<file path="src/rtl/bcd_pkg.sv">
// Shared BCD types and helpers for the serial subtractor.
// Holds the digit type, the largest legal digit and the FSM state enum.
package bcd_pkg;

  typedef logic [3:0] bcd_digit_t;

  localparam bcd_digit_t BCD_MAX_DIGIT = 4'd9;

  typedef enum logic [1:0] {
    IDLE,
    RUN,
    DONE
  } state_t;

  function automatic bcd_digit_t bcd_clamp(input bcd_digit_t d);
    return (d > BCD_MAX_DIGIT) ? BCD_MAX_DIGIT : d;
  endfunction

endpackage

</file>
<file path="src/rtl/bcd_sub_digit.sv">
// Single-digit BCD subtract with borrow in and borrow out.
// Inputs are assumed already clamped to 0..9.
import bcd_pkg::*;

module bcd_sub_digit (
  input  bcd_digit_t a,
  input  bcd_digit_t b,
  input  logic       bin,
  output bcd_digit_t d,
  output logic       bout
);

  logic [4:0] t;

  // Five-bit difference; bit 4 set means the digit went negative.
  always_comb begin
    t    = {1'b0, a} - {1'b0, b} - {4'b0, bin};
    bout = t[4];
    d    = t[4] ? (t[3:0] + 4'd10) : t[3:0];
  end

endmodule

</file>
<file path="src/rtl/bcd_sub_serial.sv">
// Digit-serial BCD subtractor, one digit per clock, LSD first.
// Define BCD_SUB_CLAMP_EN to floor a negative result at all zeros.
import bcd_pkg::*;

module bcd_sub_serial #(
  parameter int DIGITS = 4
) (
  input  logic                clk,
  input  logic                rst_n,
  input  logic                start,
  input  logic [DIGITS*4-1:0] minuend,
  input  logic [DIGITS*4-1:0] subtrahend,
  output logic [DIGITS*4-1:0] result,
  output logic                underflow,
  output logic                busy,
  output logic                done
);

  localparam int W = DIGITS * 4;
  localparam logic [3:0] LAST = 4'(DIGITS - 1);

  state_t     state;
  logic [W-1:0] a_sr;
  logic [W-1:0] b_sr;
  logic [W-1:0] acc;
  logic [W-1:0] a_in;
  logic [W-1:0] b_in;
  logic [W-1:0] acc_next;
  logic         borrow;
  logic [3:0]   idx;
  bcd_digit_t   d;
  logic         bout;

  // Clamp every incoming nibble to a legal digit before latching.
  always_comb begin
    a_in = '0;
    b_in = '0;
    for (int i = 0; i < DIGITS; i++) begin
      a_in[i*4 +: 4] = bcd_clamp(minuend[i*4 +: 4]);
      b_in[i*4 +: 4] = bcd_clamp(subtrahend[i*4 +: 4]);
    end
  end

  bcd_sub_digit u_digit (
    .a    (a_sr[3:0]),
    .b    (b_sr[3:0]),
    .bin  (borrow),
    .d    (d),
    .bout (bout)
  );

  assign acc_next = W'({d, acc} >> 4);

  // Control FSM plus datapath shift registers and registered outputs.
  always_ff @(posedge clk or negedge rst_n) begin
    if (!rst_n) begin
      state     <= IDLE;
      a_sr      <= '0;
      b_sr      <= '0;
      acc       <= '0;
      borrow    <= 1'b0;
      idx       <= '0;
      result    <= '0;
      underflow <= 1'b0;
      busy      <= 1'b0;
      done      <= 1'b0;
    end else begin
      unique case (state)
        IDLE: begin
          if (start) begin
            a_sr   <= a_in;
            b_sr   <= b_in;
            acc    <= '0;
            borrow <= 1'b0;
            idx    <= '0;
            busy   <= 1'b1;
            state  <= RUN;
          end
        end
        RUN: begin
          a_sr   <= a_sr >> 4;
          b_sr   <= b_sr >> 4;
          acc    <= acc_next;
          borrow <= bout;
          idx    <= idx + 4'd1;
          if (idx == LAST) begin
            state     <= DONE;
            busy      <= 1'b0;
            done      <= 1'b1;
            underflow <= bout;
`ifdef BCD_SUB_CLAMP_EN
            result    <= bout ? '0 : acc_next;
`else
            result    <= acc_next;
`endif
          end
        end
        DONE: begin
          done  <= 1'b0;
          state <= IDLE;
        end
        default: begin
          state <= IDLE;
        end
      endcase
    end
  end

endmodule

</file>
<file path="config.mk">
export PLATFORM = sky130hd
export DESIGN_NAME = bcd_sub_serial
export DESIGN_NICKNAME = d
export VERILOG_FILES = /design/src/rtl/bcd_pkg.sv /design/src/rtl/bcd_sub_digit.sv /design/src/rtl/bcd_sub_serial.sv
export SDC_FILE = /design/constraint.sdc
export NUM_CORES = 1
export LEC_CHECK = 0
export ABC_AREA = 1
export BUFFER_PORTS_ARGS = -buffer_cell sky130_fd_sc_hd__buf_4
export CAP_MARGIN = 20
export CORE_MARGIN = 5
export CORE_UTILIZATION = 40
export DETAILED_ROUTE_END_ITERATION = 10
export PLACE_DENSITY = 0.63
export SLEW_MARGIN = 40
export SYNTH_ARGS = -nofsm -noshare
export SYNTH_HDL_FRONTEND = slang
export SYNTH_SLANG_ARGS = --single-unit
export TNS_END_PERCENT = 5
</file>
<file path="constraint.sdc">
create_clock -name clk -period 2.2 [get_ports clk]
set_input_delay 0.55 -clock clk [delete_from_list [all_inputs] [get_ports clk]]
set_output_delay 0.55 -clock clk [all_outputs]
set_load 0.05 [all_outputs]
</file>
==> reports/results.ini <==
[status]
outcome=completed

[logic_synthesis]
yosys-mux-area-fraction_pct=0.305
synth-seq-cells=70
ys_top_cells_by_count=nand2_1 (79), dfrtp_1 (70), inv_1 (45)
synth_simple_gate_area_share_pct=17.4
syn_nets=392
yosys-top-cells-area=dfrtp_1 (53%), nand2_1 (9.0%), inv_1 (5.1%)
netlist_area_mm2=0.00329
yosysSeqAreaShare_pct=53.3
yosysTopAreaCellShare_pct=53.3
synthAdderAreaFrac_pct=4.26
synth_edf_count=0
yosysUniqueCellTypes=34
synth_top_family_by_area=simple AND/OR/NAND/NOR gates
synth_top_area_cell=dfrtp_1
post-synth-top-count-cell=nand2_1
yosys.area_share.xor_xnor_pct=0.266
ys_warn_count=0
ys_async_sr_fraction_pct=100
synthesis.instances=347
dominantRegCellSynth=dfrtp_1
syn_area_per_cell_um2=9.47
synth_compound_gate_area_share_pct=15.2

[job]
drv_cap=0

[die]
chipWidth_um=101
core_area_mm2=0.00809
ioPinCount=54
floorplan.die.height_um=101
fp-row-count=33
initial_utilization_pct=40.6
dieArea_mm2=0.0101

[layout]
area.sequential_mm2=0.00175
number_of_nets_in_the_final_layout=449
num-fill-cells=790
layout.cell_area.non_filler_mm2=0.00400
drive_gt1_share_pct=24.2
multi_input_comb_area_mm2=0.00124
insertedDiodeCount=0
syn_to_final_growth_pct=21.6

[global_routing]
wire_length_of_the_first_global_routing_pass_mm=11.3
grt_pass1_vias=2460
grt_antenna_before_repair=0
track_usage_pct=14.2
grt_max_degree=42
grt_overflow_total=0

[cts]
cts_buffers=9
clkLatencyLatePin_ps=340
cts-htree-levels=3
clkSinkCount=70
clockBufferDepth=2
cts_tree=done
clock_transition_time_at_the_flip_flop_clock_pins_of_the_worst_setup_and_hold_paths_ps=70
cts_root_buf=clkbuf_8

[power]
seq_power_share_pct=31.9
internal_power_w=0.00362
power.share.combinational_pct=50.7
power.clock.fraction_pct=17.4
switching_share_pct=44.2
power_switching_w=0.00286
vdd_ir_drop_max_mv=0.501
leakage_nw=2.00
powerDensity_mw_per_mm2=1620

[route]
finalWirelength_mm=6.65
met3RoutedLength_um=368
highest-signal-layer=met4
detail_route.wirelength.met1_mm=3.19
detail_route.drc_violations=0
vias_per_cell=4.84
dr.first_iter.drc_count=67
avgRoutedWirePerCell_um=12.9
drt_pass1_iterations=4
dr_total_vias=2489
routed-wl-met2_mm=2.97
ant_nets=0

[placement]
gp_congestion=0.798
place_hpwl_mm=4.72
detailed_place.area_mm2=0.00377
io_buffers=53

[worst_setup_path]
timing.setup.critical_path_class=reg -> reg
crit_required_ps=2410
setup.worst_path.end_class=flop
crit-reg2reg-launch=a_sr[0]
cp_data_arrival_time_ps=2290
critical_path.startpoint=a_sr[0]
start_kind=flop
worst-r2r-cell-count=10
crit_fanout=2
regToRegSetupSlack_ps=120

[sta]
final.setup_skew_ps=7.13
tightestPinTransition_ps=526
fin_tns_setup_ps=0
timing.final.max_slew_violations=0
grt_setup_unrepaired=no
min_period_ps=2080
max_clock_freq_ghz=0.481
setup_violations=0
timing.slew.headroom_pct=64.9
timing.final.hold_violations=0
final.period_utilization_pct=94.4

[min_path]
holdCritPathClass=in -> async

==> per-layer routing <==
layer | track usage, % | vias to the layer above
li1 | - | 1257
met4 | 6.53 | 0
met1 | 19.0 | 1158
met2 | 22.0 | 63
met3 | 2.98 | 11
met5 | 0 | -
==> cells by family (layout without fill, tap and decap cells) <==
kind of cell / Yosys count / in the layout
AND/OR/NAND/NOR: 133 / 133
flip-flops: 70 / 70
AO/OA/AOI/OAI: 69 / 69
buffers and inverters: 63 / 125
adder cells (fa/ha/maj): 10 / 10
XOR/XNOR: 1 / 1
multiplexers: 1 / 1
==> stage by stage <==
stage | instances | utilization, % | total power, W | hold slack (ps) | setup slack (ps)
3_5_place_dp | 497 | 46.5 | 0.00537 | 471 | 6.31
2_1_floorplan | 347 | - | 0.00463 | 254 | 138
4_1_cts | 513 | 49.2 | 0.00654 | 193 | 58.4
6_report | 514 | 49.4 | 0.00649 | 190 | 123
5_1_grt | 514 | 49.4 | 0.00706 | 225 | 20.0
3_3_place_gp | 497 | 46.5 | 0.00529 | 463 | 62.6
==> power groups by stage <==
stage / Clock [W] / Combinational (W) / Sequential, W
finish: 0.00113 / 0.00329 / 0.00207
global route: 0.00122 / 0.00372 / 0.00213
CTS: 0.00117 / 0.00330 / 0.00208
detailed placement: 0 / 0.00328 / 0.00210
global placement: 0 / 0.00321 / 0.00208
floorplan: 0 / 0.00205 / 0.00258
==> critical path, cell delays in order, from the launching register on <==
cell     delay [ps]
dfrtp_1         410
fa_2            420
fa_2            350
nand2_1          70
and2_1          140
inv_1            50
ha_1            270
inv_1            50
nand2_1          60
nand3_1          60
o21ai_0          70
==> sequential cells by signal, summed over array words and instances (netlist names) <==
register,count
borrow,1
done,1
b_sr,16
acc,12
a_sr,16
result,16
idx,4
underflow,1
busy,1
state,2
==> cell usage in the layout, fill, tap and decap left out, drive strengths merged <==
cell type and n:
fa 2, a21oi 3, inv 49, and2 1, a22o 1, o21a 3
xnor2 1, nand4 1, a32o 2, a22oi 4, a211oi 3, nand2 81
clkinv 2, o221ai 8, o22ai 10, clkbuf 12, o211ai 7, mux2i 1
nand3 27, buf 60, nor2 23, o21ai 28, dfrtp 70, bufinv 2
ha 8
==> cell type report <==
cell class,count,share of cell area [%]
Timing Repair Buffer,60,11.9
Multi-Input combinational cell,214,30.9
Inverter,49,4.67
Clock buffer,12,3.63
Tap cell,105,3.29
Sequential cell,70,43.8
Clock inverter,4,1.75
==> worst paths after layout <==
| check | to |
|---|---|
| max in group asynchronous | result[5] |
| worst max register to register | acc[14] |
| min in group clk | a_sr[8] |
| worst max-delay path | acc[14] |
| worst min register to register | idx[3] |
| worst min-delay path | result[4] |
==> repair_timing <==
item                                    CTS  global route
hold buffers                              0             0
buffers inserted                          0             1
endpoints found under the setup margin    1             6
resized for setup                         1             3
No activity file was read; power rests on OpenSTA's default activity.
